File: src/rtl/uart_rx.sv
// uart_rx: oversampling serial receiver with its own baud-tick generator.
// The default build receives 8N1 frames, LSB first. Defining UART_RX_PARITY_EN
// switches to 8E1 framing and adds the o_parity_err output.
// rx_done / frame_err / parity_err are single-cycle registered pulses.
module uart_rx #(
   parameter int CLK_FREQ   = 100_000_000,
   parameter int BAUD       = 9600,
   parameter int OVERSAMPLE = 16
) (
   input  logic       clk,
   input  logic       rst,
   input  logic       i_rx,
   output logic [7:0] o_rx_data,
   output logic       o_rx_done,
   output logic       o_rx_busy,
`ifdef UART_RX_PARITY_EN
   output logic       o_parity_err,
`endif
   output logic       o_frame_err
);

   localparam int DIV = CLK_FREQ / (BAUD * OVERSAMPLE);
   localparam int DW  = (DIV > 1) ? $clog2(DIV) : 1;
   localparam int TW  = $clog2(OVERSAMPLE);
   localparam logic [DW-1:0] DIV_LAST  = DW'(DIV - 1);
   localparam logic [TW-1:0] HALF_LAST = TW'(OVERSAMPLE / 2 - 1);
   localparam logic [TW-1:0] FULL_LAST = TW'(OVERSAMPLE - 1);

   typedef enum logic [2:0] {
      S_IDLE   = 3'd0,
      S_START  = 3'd1,
      S_DATA   = 3'd2,
      S_PARITY = 3'd3,
      S_STOP   = 3'd4,
      S_BREAK  = 3'd5
   } state_e;

   state_e          state_q, state_d;
   logic            rx_meta_q, rx_s_q;
   logic [DW-1:0]   div_cnt_q;
   logic [TW-1:0]   tcnt_q, tcnt_d;
   logic [2:0]      idx_q, idx_d;
   logic [7:0]      shift_q, shift_d;
   logic [7:0]      data_q, data_d;
   logic            done_q, done_d;
   logic            ferr_q, ferr_d;
   logic            busy_q;
   logic            tick_s, half_s, full_s;
`ifdef UART_RX_PARITY_EN
   logic            par_q, par_d;
   logic            perr_q, perr_d;
`endif

   assign tick_s = (div_cnt_q == DIV_LAST);
   assign half_s = tick_s && (tcnt_q == HALF_LAST);
   assign full_s = tick_s && (tcnt_q == FULL_LAST);

   // Two-flop synchroniser for the asynchronous line; idles high.
   always_ff @(posedge clk or negedge rst) begin
      if (!rst) begin
         rx_meta_q <= 1'b1;
         rx_s_q    <= 1'b1;
      end else begin
         rx_meta_q <= i_rx;
         rx_s_q    <= rx_meta_q;
      end
   end

   // Free-running oversample tick divider, active in every state.
   always_ff @(posedge clk or negedge rst) begin
      if (!rst) begin
         div_cnt_q <= '0;
      end else if (tick_s) begin
         div_cnt_q <= '0;
      end else begin
         div_cnt_q <= div_cnt_q + DW'(1);
      end
   end

   // FSM state register.
   always_ff @(posedge clk or negedge rst) begin
      if (!rst) begin
         state_q <= S_IDLE;
      end else begin
         state_q <= state_d;
      end
   end

   // Next-state logic: frame sequencing on tick boundaries.
   always_comb begin
      state_d = state_q;
      case (state_q)
         S_IDLE: begin
            if (tick_s && !rx_s_q) state_d = S_START;
            else                   state_d = S_IDLE;
         end
         S_START: begin
            if (half_s) state_d = rx_s_q ? S_IDLE : S_DATA;
            else        state_d = S_START;
         end
         S_DATA: begin
`ifdef UART_RX_PARITY_EN
            if (full_s && (idx_q == 3'd7)) state_d = S_PARITY;
`else
            if (full_s && (idx_q == 3'd7)) state_d = S_STOP;
`endif
            else                           state_d = S_DATA;
         end
`ifdef UART_RX_PARITY_EN
         S_PARITY: begin
            if (full_s) state_d = S_STOP;
            else        state_d = S_PARITY;
         end
`endif
         S_STOP: begin
            if (full_s) state_d = rx_s_q ? S_IDLE : S_BREAK;
            else        state_d = S_STOP;
         end
         S_BREAK: begin
            // A line held low must return high before a new start is seen.
            if (tick_s && rx_s_q) state_d = S_IDLE;
            else                  state_d = S_BREAK;
         end
         default: state_d = S_IDLE;
      endcase
   end

   // Output / datapath logic: tick counting, bit capture and result pulses.
   always_comb begin
      tcnt_d  = tcnt_q;
      idx_d   = idx_q;
      shift_d = shift_q;
      data_d  = data_q;
      done_d  = 1'b0;
      ferr_d  = 1'b0;
`ifdef UART_RX_PARITY_EN
      par_d   = par_q;
      perr_d  = 1'b0;
`endif
      case (state_q)
         S_IDLE: begin
            tcnt_d = '0;
            idx_d  = 3'd0;
         end
         S_START: begin
            if (half_s) begin
               tcnt_d = '0;
               idx_d  = 3'd0;
            end else if (tick_s) begin
               tcnt_d = tcnt_q + TW'(1);
            end else begin
               tcnt_d = tcnt_q;
            end
         end
         S_DATA: begin
            if (full_s) begin
               tcnt_d          = '0;
               shift_d[idx_q]  = rx_s_q;
               idx_d           = idx_q + 3'd1;
            end else if (tick_s) begin
               tcnt_d = tcnt_q + TW'(1);
            end else begin
               tcnt_d = tcnt_q;
            end
         end
`ifdef UART_RX_PARITY_EN
         S_PARITY: begin
            if (full_s) begin
               tcnt_d = '0;
               par_d  = rx_s_q;
            end else if (tick_s) begin
               tcnt_d = tcnt_q + TW'(1);
            end else begin
               tcnt_d = tcnt_q;
            end
         end
`endif
         S_STOP: begin
            if (full_s) begin
               tcnt_d = '0;
               if (!rx_s_q) begin
                  ferr_d = 1'b1;
`ifdef UART_RX_PARITY_EN
               end else if (^{shift_q, par_q}) begin
                  perr_d = 1'b1;
`endif
               end else begin
                  done_d = 1'b1;
                  data_d = shift_q;
               end
            end else if (tick_s) begin
               tcnt_d = tcnt_q + TW'(1);
            end else begin
               tcnt_d = tcnt_q;
            end
         end
         S_BREAK: tcnt_d = '0;
         default: tcnt_d = '0;
      endcase
   end

   // Datapath and output registers.
   always_ff @(posedge clk or negedge rst) begin
      if (!rst) begin
         tcnt_q  <= '0;
         idx_q   <= 3'd0;
         shift_q <= 8'h00;
         data_q  <= 8'h00;
         done_q  <= 1'b0;
         ferr_q  <= 1'b0;
         busy_q  <= 1'b0;
`ifdef UART_RX_PARITY_EN
         par_q   <= 1'b0;
         perr_q  <= 1'b0;
`endif
      end else begin
         tcnt_q  <= tcnt_d;
         idx_q   <= idx_d;
         shift_q <= shift_d;
         data_q  <= data_d;
         done_q  <= done_d;
         ferr_q  <= ferr_d;
         busy_q  <= (state_d != S_IDLE);
`ifdef UART_RX_PARITY_EN
         par_q   <= par_d;
         perr_q  <= perr_d;
`endif
      end
   end

   assign o_rx_data   = data_q;
   assign o_rx_done   = done_q;
   assign o_frame_err = ferr_q;
   assign o_rx_busy   = busy_q;
`ifdef UART_RX_PARITY_EN
   assign o_parity_err = perr_q;
`endif

endmodule
File: config.mk
export PLATFORM = sky130hd
export DESIGN_NAME = uart_rx
export DESIGN_NICKNAME = d
export VERILOG_FILES = /design/src/rtl/uart_rx.sv
export SDC_FILE = /design/constraint.sdc
export NUM_CORES = 1
export LEC_CHECK = 0
export CAP_MARGIN = 20
export CORE_MARGIN = 4
export CORE_UTILIZATION = 58
export DETAILED_ROUTE_END_ITERATION = 10
export GPL_TIMING_DRIVEN = 0
export PLACE_DENSITY_LB_ADDON = 0.05
export SKIP_LAST_GASP = 1
export SYNTH_ARGS = -nofsm -noshare
export SYNTH_HDL_FRONTEND = slang
export SYNTH_SLANG_ARGS = --single-unit
File: constraint.sdc
create_clock -name clk -period 2.2 [get_ports clk]
set_input_delay 0.44 -clock clk [delete_from_list [all_inputs] [get_ports clk]]
set_output_delay 0.44 -clock clk [all_outputs]
set_load 0.1 [all_outputs]
==> results of run 1 <==
-- flip-flops by register name, indices dropped and copies added (netlist names) --
signal / cells
o_rx_done: 1
o_frame_err: 1
state_q: 3
o_rx_data: 8
shift_q: 8
tcnt_q: 4
div_cnt_q: 10
idx_q: 3
rx_meta_q: 1
o_rx_busy: 1
rx_s_q: 1
-- cell type report --
class,instances,area share
plain buffers,11,0.0269
repair buffers,13,0.0488
clock inverters,1,0.0132
flip-flops and latches,41,0.451
inverters,2,0.00329
multi-input cells,124,0.407
clock buffers,7,0.0241
well taps,46,0.0252
-- worst min-delay path by stage --
stage / startpoint / endpoint / depth (start not counted)
6_report: rst / tcnt_q[3] / 1
5_1_grt: rst / idx_q[0] / 1
4_1_cts: rst / o_rx_data[4] / 1
3_5_place_dp: rx_meta_q / rx_s_q / 0
3_3_place_gp: rx_meta_q / rx_s_q / 0
2_1_floorplan: rst / div_cnt_q[0] / 0
-- worst max-delay path: cells and delay by family, from the launching register on --
kind,cells,cell delay (ns)
flops,1,0.44
fa+ha+maj,1,0.15
buf+inv,1,0.08
mux,1,0.38
simple gates,3,0.90
-- Yosys cell counts, drive strengths merged, types with 4 or more instances --
master | instances | area [um^2]
nor4 | 4 | 25.0
nor3b | 6 | 50.1
nand3 | 13 | 70.1
ha | 5 | 62.6
buf | 8 | 50.1
xnor2 | 6 | 52.6
nor2 | 17 | 63.8
and3 | 6 | 37.5
nand2 | 6 | 22.5
mux2 | 16 | 180
xor2 | 7 | 61.3
nand4 | 8 | 71.3
dfrtp | 39 | 976
-- per-stage QoR --
| step | cells | power [mW] | util | setup slack [ns] | area, um^2 |
|---|---|---|---|---|---|
| final | 245 | 1.29 | 0.683 | 0.162 | 2280 |
| after detailed placement | 237 | 0.795 | 0.658 | 0.0574 | 2200 |
| after global routing | 245 | 1.34 | 0.683 | -0.0233 | 2280 |
| after CTS | 245 | 1.30 | 0.679 | 0.0466 | 2270 |
| after floorplan | 178 | 0.776 | - | 0.353 | 2010 |
| after global placement | 237 | 0.795 | 0.660 | -0.222 | 2200 |
-- placed cells by master, fill, tap and decap left out, types with 2 or more instances in the layout --
cell type and instances:
buf_2 5, nor2_1 17, a21oi_1 2, dfrtp_1 39
o211ai_1 2, buf_1 2, ha_1 5, nand2_1 6
and2_1 2, nor3b_1 5, nor3_1 3, or2_2 2
mux2_2 16, dfstp_2 2, clkbuf_4 5, and3_1 6
xnor2_1 6, a41o_1 2, clkbuf_1 4, buf_6 2
xor2_1 7, dlygate4sd2_1 11, nand4_1 6, nand3_1 12
o21ai_0 2, o2bb2ai_1 2, nand2b_1 2, inv_1 2
nor4_1 4, a31oi_1 2
-- layer usage --
layer	vias to the layer above	global-route usage	wire length [um]
met4	0	0.101	46
li1	679	-	-
met1	683	0.262	1700
met5	-	0	0
met3	6	0.0371	146
met2	35	0.290	1740
-- where the power goes --
part	leakage, nW	internal (mW)	switching [mW]
clock	0.0455	0.272	0.237
sequential	0.552	0.757	0.00234
combinational	0.572	0.00302	0.0169
total	1.17	1.03	0.256
-- cells by family after synthesis --
logic type | count (synthesis) | synth area share
buffers and inverters | 13 | 0.0342
xor gates and xnor gates | 13 | 0.0566
muxes | 17 | 0.0945
AOI/OAI and AO/OA | 16 | 0.0578
adders and majority gates | 5 | 0.0311
and+or+nand+nor | 73 | 0.215
DFF | 41 | 0.511
==> impl_metrics.env, run 1 <==
export IMPL_gp_congestion=0.821
export IMPL_ioPinCount=14
export IMPL_drc=0
export IMPL_synth_warnings=0
export IMPL_cts_buffers=5
export IMPL_finalSetupTns_ns=0
export IMPL_critical_path_max_stage_delay_ns=0.44
export IMPL_path_class="register to register"
export IMPL_synthFlopType="dfrtp_1"
export IMPL_dieArea_um2=4480
export IMPL_r2r_cells=6
export IMPL_synthesis_nets=186
export IMPL_n_fill_cell=279
export IMPL_clk_pin_slew_worst_paths_ns=0.12
export IMPL_ir_worst_vdd_mv=0.350
export IMPL_ys_types=41
export IMPL_postCtsSetupRepairBufs=0
export IMPL_port_buffers=13
export IMPL_async_reset_ff_frac=1.00
export IMPL_grt_max_degree=42
export IMPL_drtIter0Drc=137
export IMPL_relSlewSlack=0.364
export IMPL_cts_sink_count=41
export IMPL_die_x_um=66.9
export IMPL_hold_viol=0
export IMPL_cp_arrival_ns=2.28
export IMPL_grt_usage=0.193
export IMPL_r2r_end="shift_q[3]"
export IMPL_drtAntennaViolNets=0
export IMPL_finalNetCount=206
export IMPL_crit_end="shift_q[3]"
export IMPL_cts_max_path_buffers=2
export IMPL_drv_slew=0
export IMPL_startpoint="div_cnt_q[0]"
export IMPL_synth_edff_count=0
export IMPL_synth_seq_area_share=0.511
export IMPL_grt_pass1_vias=1400
export IMPL_fmax_mhz=491
export IMPL_slowest_stage="dfrtp_1"
export IMPL_rows=21
export IMPL_wirelength_mm=3.62
export IMPL_firstDrtPassIters=4
export IMPL_rsz0062_at_grt="true"
export IMPL_multi_input_area_um2=928
export IMPL_avgSynthCellArea_um2=11.3
export IMPL_antenna_found_initial=0
export IMPL_area_growth_pct=13.2
export IMPL_ys_seq_elements=41
export IMPL_min_path_type="input port to asynchronous set/reset pin"
export IMPL_n_antenna_cell=0
export IMPL_cellPowerDensity_nw_per_um2=565
export IMPL_grt_pass1_wl_mm=6.44
export IMPL_clkLatencyLatePin_ns=0.34
export IMPL_setup_viol=0
export IMPL_seq_area_um2=1030
export IMPL_holdWs_ns=0.207
export IMPL_overflow=0
export IMPL_vias_per_cell=5.73
export IMPL_coreArea_um2=3340
export IMPL_die_h_um=66.9
export IMPL_wl_per_cell_um=14.8
export IMPL_timing_rr_start="div_cnt_q[0]"
export IMPL_cts_tree="built"
export IMPL_maxCapViolations=0
export IMPL_period_minus_slack_ns=2.04
export IMPL_post_cts_resized=11
export IMPL_dp_hpwl_mm=2.58
export IMPL_start_kind="register"
export IMPL_rrSetupSlack_ns=0.16
export IMPL_root_buffer="clkbuf_4"
export IMPL_tightestPinTransition_ns=0.957
export IMPL_period_share=0.926
export IMPL_postSynthCellCount=178
export IMPL_cp_data_required_time_ns=2.44
export IMPL_htreeDepth=2
export IMPL_drive_above_1_share=0.201
export IMPL_syn_area_um2=2010
export IMPL_cp_max_fo=7
export IMPL_status="finished clean"
export IMPL_path_cells="inv_1 -> ha_1 -> nor3b_4 -> nand4_2 -> nor4_1 -> mux2_2"
export IMPL_clock_skew_ns=0.00634
export IMPL_leakagePower_nw=1.17
export IMPL_vias=1403
export IMPL_worstSetupEndpointType="register"
export IMPL_initial_core_util=0.603
export IMPL_cts_hold_buf=0
(Power assumes the default switching activity.)
==> run 2: changes to the inputs <==
RECOVER_POWER = 50   (was default)
SLEW_MARGIN = 10   (was default)
==> run 2 against run 1 <==
Compared with the run above:
- sequential power hardly changed
- register-to-register slack worse by 0.04 ns
- clock power is 18% higher
==> impl_metrics.env, run 2 (same netlist as run 1, synthesis figures left out) <==
export IMPL_n_antenna_cell=0
export IMPL_maxCapViolations=0
export IMPL_cts_buffers=5
export IMPL_path_class="register to register"
export IMPL_vias_per_cell=5.73
export IMPL_r2r_cells=6
export IMPL_coreArea_um2=3340
export IMPL_leakagePower_nw=1.19
export IMPL_clkLatencyLatePin_ns=0.35
export IMPL_largest_reg_flops=10
export IMPL_overflow=0
export IMPL_cp_data_required_time_ns=2.44
export IMPL_p_seq_frac=0.550
export IMPL_rows=21
export IMPL_p_sw_mw=0.268
export IMPL_status="finished clean"
export IMPL_pwr_share_comb=0.016
export IMPL_min_path_type="register to register"
export IMPL_cts_tree="built"
export IMPL_clock_skew_ns=0.0149
export IMPL_die_x_um=66.9
export IMPL_period_share=0.944
export IMPL_port_buffers=13
export IMPL_rrSetupSlack_ns=0.12
export IMPL_final_area_um2=2320
export IMPL_hold_viol=0
export IMPL_relSlewSlack=0.364
export IMPL_p_sw_frac=0.194
export IMPL_clkPwrFrac=0.434
export IMPL_area_growth_pct=15.2
export IMPL_htreeDepth=2
export IMPL_gp_congestion=0.821
export IMPL_drive_above_1_share=0.208
export IMPL_drc=0
export IMPL_postPlaceCellArea_um2=2220
export IMPL_finalNetCount=209
export IMPL_dieArea_um2=4480
export IMPL_r2r_end="shift_q[3]"
export IMPL_final_cell_mix="39 x dfrtp_1, 17 x nor2_1, 16 x mux2_2, 12 x nand3_1, 11 x dlygate4sd2_1"
export IMPL_worstHoldStart="rx_meta_q"
export IMPL_initial_core_util=0.603
export IMPL_setup_viol=0
export IMPL_antenna_found_initial=0
export IMPL_tightestPinTransition_ns=0.958
export IMPL_intPower_mw=1.11
export IMPL_fmax_mhz=481
export IMPL_cellPowerDensity_nw_per_um2=595
export IMPL_vias=1422
export IMPL_wl_per_cell_um=15.4
export IMPL_ir_worst_vdd_mv=0.380
export IMPL_worstHoldEndpoint="rx_s_q"
export IMPL_dp_slack_ns=0.0536
export IMPL_timing_rr_start="tcnt_q[0]"
export IMPL_dp_hpwl_mm=2.68
export IMPL_regMostFlops="div_cnt_q"
export IMPL_grt_max_degree=26
export IMPL_cp_arrival_ns=2.31
export IMPL_cp_max_fo=7
export IMPL_cts_max_path_buffers=2
export IMPL_firstDrtPassIters=4
export IMPL_grt_pass1_vias=1400
export IMPL_clk_pin_slew_worst_paths_ns=0.13
export IMPL_die_h_um=66.9
export IMPL_worstSetupEndpointType="register"
export IMPL_grt_usage=0.194
export IMPL_root_buffer="clkbuf_4"
export IMPL_drv_slew=0
export IMPL_min_path_cells=0
export IMPL_start_kind="register"
export IMPL_drtIter0Drc=136
export IMPL_cts_sink_count=41
export IMPL_wirelength_mm=3.81
export IMPL_final_common_cell="dfrtp_1"
export IMPL_grt_pass1_wl_mm=6.53
export IMPL_drtAntennaViolNets=0
export IMPL_ioPinCount=14
export IMPL_period_minus_slack_ns=2.08
export IMPL_setup_ws_ns=0.122
-- run 2: cell types whose count changed in the layout (fill, tap and decap cells not counted) --
cell and change:
nor4bb_2 -1, bufinv_16 +1, clkbuf_8 -1, clkbuf_2 +1, clkdlybuf4s50_1 -1, dlygate4sd3_1 +2, buf_2 -1, nor4_2 +1
nor4bb_1 +1, buf_4 +1, nor4_1 -1, clkinv_2 +1
-- run 2: layer usage --
metal | track usage | part of all wire
met1 | 0.262 | 0.48
met3 | 0.0455 | 0.039
met4 | 0.0608 | 0.013
met2 | 0.307 | 0.47
met5 | 0 | 0
-- run 2: worst max-delay path by stage --
stage                      start      endpoint  slack [ns]
finish                 tcnt_q[0]    shift_q[3]        0.12
global route        div_cnt_q[0]    shift_q[3]      -0.003
CTS                 div_cnt_q[0]    shift_q[3]        0.03
detailed placement  div_cnt_q[0]    shift_q[3]        0.05
global placement             rst  o_rx_data[5]       -0.22
floorplan           div_cnt_q[0]    shift_q[3]        0.35
-- run 2: cell type report --
type / instances / area (um^2)
Buffer: 11 / 61.3
Clock buffer: 5 / 37.5
Clock inverter: 3 / 65.1
Fill cell: 285 / 1020
Inverter: 2 / 7.51
Multi-Input combinational cell: 124 / 928
Sequential cell: 41 / 1030
Tap cell: 46 / 57.6
Timing Repair Buffer: 16 / 133
-- run 2: worst max-delay path, stage by stage (launching register included) --
cell	delay, ns
dfrtp_1	0.42
ha_1	0.22
and3_1	0.16
buf_2	0.20
nand4_2	0.23
nor4_2	0.35
mux2_2	0.37
-- run 2: per-stage QoR --
stage           util  setup TNS, ns  hold WS [ns]  cells  total power [mW]
6_report       0.695              0         0.368    248              1.38
5_1_grt        0.695       -0.00251         0.374    248              1.43
4_1_cts        0.693              0      0.000486    246              1.40
3_5_place_dp   0.666              0         0.350    238             0.801
3_3_place_gp   0.660          -8.59         0.348    237             0.795
2_1_floorplan      -              0         0.144    178             0.776
-- run 2: repair_timing --
action / in CTS / in global routing
endpoints found under the hold margin: 0 / 2
cloned: 0 / 0
hold buffers: 0 / 1
gates resized for setup: 11 / 2
setup buffers: 0 / 1
setup endpoints to repair: 11 / 10
-- run 2: power groups by stage --
stage	Combinational (mW)	Clock (mW)	Sequential [mW]
after global placement	0.0213	0	0.774
final	0.0216	0.599	0.759
after CTS	0.0274	0.609	0.759
after detailed placement	0.0272	0	0.773
after floorplan	0.00271	0	0.773
after global routing	0.0259	0.645	0.760
==> run 3: changes to the inputs <==
SLEW_MARGIN = 15   (was 10)
TNS_END_PERCENT = 1   (was default)
==> run 3 against run 2 <==
Compared with the run above:
- the run now ends with negative setup slack left
- clock power about the same
- die area unchanged
- setup slack worse by 0.21 ns
- largest power group unchanged
==> impl_metrics.env, run 3 (same netlist as run 1, synthesis figures left out) <==
export IMPL_htreeDepth=2
export IMPL_grt_pass1_wl_mm=6.53
export IMPL_critical_path_max_stage_delay_ns=1.13
export IMPL_hold_viol=0
export IMPL_port_buffers=13
export IMPL_clock_skew_ns=0.0137
export IMPL_gp_congestion=0.821
export IMPL_drtAntennaViolNets=0
export IMPL_dieArea_um2=4480
export IMPL_drive_above_1_share=0.199
export IMPL_overflow=0
export IMPL_grt_max_degree=26
export IMPL_cellPowerDensity_nw_per_um2=597
export IMPL_cp_arrival_ns=1.84
export IMPL_die_h_um=66.9
export IMPL_maxCapViolations=0
export IMPL_regMostFlops="div_cnt_q"
export IMPL_tightestPinTransition_ns=0.974
export IMPL_worstHoldEndpoint="rx_s_q"
export IMPL_finalSetupTns_ns=-0.569
export IMPL_status="finished with violations"
export IMPL_finalPower_mw=1.38
export IMPL_coreArea_um2=3340
export IMPL_largest_reg_flops=10
export IMPL_dp_hpwl_mm=2.68
export IMPL_firstDrtPassIters=4
export IMPL_instances_no_fill=247
export IMPL_final_common_cell="dfrtp_1"
export IMPL_leakagePower_nw=1.13
export IMPL_n_fill_cell=280
export IMPL_path_buf_inv=1
export IMPL_rsz0062_at_grt="true"
export IMPL_cts_max_path_buffers=2
export IMPL_path_cells="clkdlybuf4s50_1"
export IMPL_finalNetCount=208
export IMPL_path_class="register to output port"
export IMPL_wl_met2_mm=1.79
export IMPL_setup_viol=9
export IMPL_vias=1419
export IMPL_relSlewSlack=0.349
export IMPL_clk_pin_slew_worst_paths_ns=0.12
export IMPL_clkLatencyLatePin_ns=0.35
export IMPL_dp_slack_ns=0.0536
export IMPL_met3_wirelength_um=157
export IMPL_drtIter0Drc=123
export IMPL_grt_usage=0.194
export IMPL_drv_slew=0
export IMPL_cp_max_fo=2
export IMPL_wirelength_mm=3.78
export IMPL_violations="negative setup slack"
export IMPL_cts_tree="built"
export IMPL_timing_rr_start="div_cnt_q[0]"
export IMPL_area_growth_pct=14.9
export IMPL_worstSetupEndpointType="output port"
export IMPL_root_buffer="clkbuf_4"
export IMPL_seq_area_um2=1030
export IMPL_vias_per_cell=5.74
export IMPL_cts_sink_count=41
export IMPL_min_path_type="register to register"
export IMPL_postCtsSetupRepairBufs=0
export IMPL_drt_met1_wl_mm=1.78
export IMPL_slowest_stage="clkdlybuf4s50_1"
export IMPL_n_antenna_cell=0
export IMPL_start_kind="register"
export IMPL_antenna_found_initial=0
export IMPL_ir_worst_vdd_mv=0.381
export IMPL_cp_top_family="buffers and inverters"
export IMPL_holdWs_ns=0.368
export IMPL_cp_data_required_time_ns=1.76
export IMPL_rows=21
export IMPL_period_minus_slack_ns=2.28
export IMPL_grt_pass1_vias=1400
export IMPL_period_share=1.04
export IMPL_wl_per_cell_um=15.3
export IMPL_min_path_cells=0
export IMPL_r2r_cells=6
export IMPL_ioPinCount=14
export IMPL_cts_buffers=5
export IMPL_dp_cells=238
export IMPL_rrSetupSlack_ns=0.01
export IMPL_top_layer_used="met4"
export IMPL_drc=0
export IMPL_initial_core_util=0.603
export IMPL_die_x_um=66.9
export IMPL_setup_ws_ns=-0.0846
export IMPL_final_cell_mix="39 x dfrtp_1, 17 x nor2_1, 16 x mux2_2, 12 x nand3_1, 9 x clkdlybuf4s50_1"
export IMPL_worstHoldStart="rx_meta_q"
export IMPL_r2r_end="shift_q[3]"
export IMPL_fmax_mhz=438
export IMPL_multi_input_area_um2=916
[run 3: cell type report]
cell class                 count  area share
buffer                        11      0.0265
clock buffer                   5      0.0162
clock inverter                 3      0.0281
inverter                       2     0.00324
multi-input combinational    124       0.396
sequential                    41       0.445
tap                           46      0.0249
timing repair buffer          15      0.0606
[run 3: power by group]
group	switching [mW]	total [mW]	internal, mW
logic	0.0175	0.0217	0.00414
registers	0.00242	0.759	0.757
clock network	0.247	0.599	0.352
total	0.267	1.38	1.11
[run 3: routing by layer]
| layer | vias up | track usage |
|---|---|---|
| met2 | 36 | 0.307 |
| li1 | 679 | - |
| met3 | 6 | 0.0455 |
| met5 | - | 0 |
| met4 | 0 | 0.0608 |
| met1 | 698 | 0.262 |
[run 3: how the worst max path moves through the flow]
| stage | depth (start not counted) | slack, ns | start | end |
|---|---|---|---|---|
| final | 1 | -0.08 | o_rx_data[0] | o_rx_data[0] |
| after global routing | 6 | -0.15 | div_cnt_q[0] | shift_q[3] |
| after CTS | 1 | -0.10 | o_rx_data[0] | o_rx_data[0] |
| after detailed placement | 6 | 0.05 | div_cnt_q[0] | shift_q[3] |
| after global placement | 1 | -0.22 | rst | o_rx_data[5] |
| after floorplan | 6 | 0.35 | div_cnt_q[0] | shift_q[3] |
[run 3: stage by stage]
stage	util	area, um^2
after global placement	0.660	2200
after CTS	0.697	2320
after detailed placement	0.666	2220
after global routing	0.693	2310
final	0.693	2310
after floorplan	-	2010
[run 3: timing repair]
action                                  in CTS  in global routing
hold endpoints to repair                     0                  2
resized for setup                            1                  1
hold buffers                                 0                  1
gates cloned                                 0                  0
endpoints found under the setup margin      11                 20
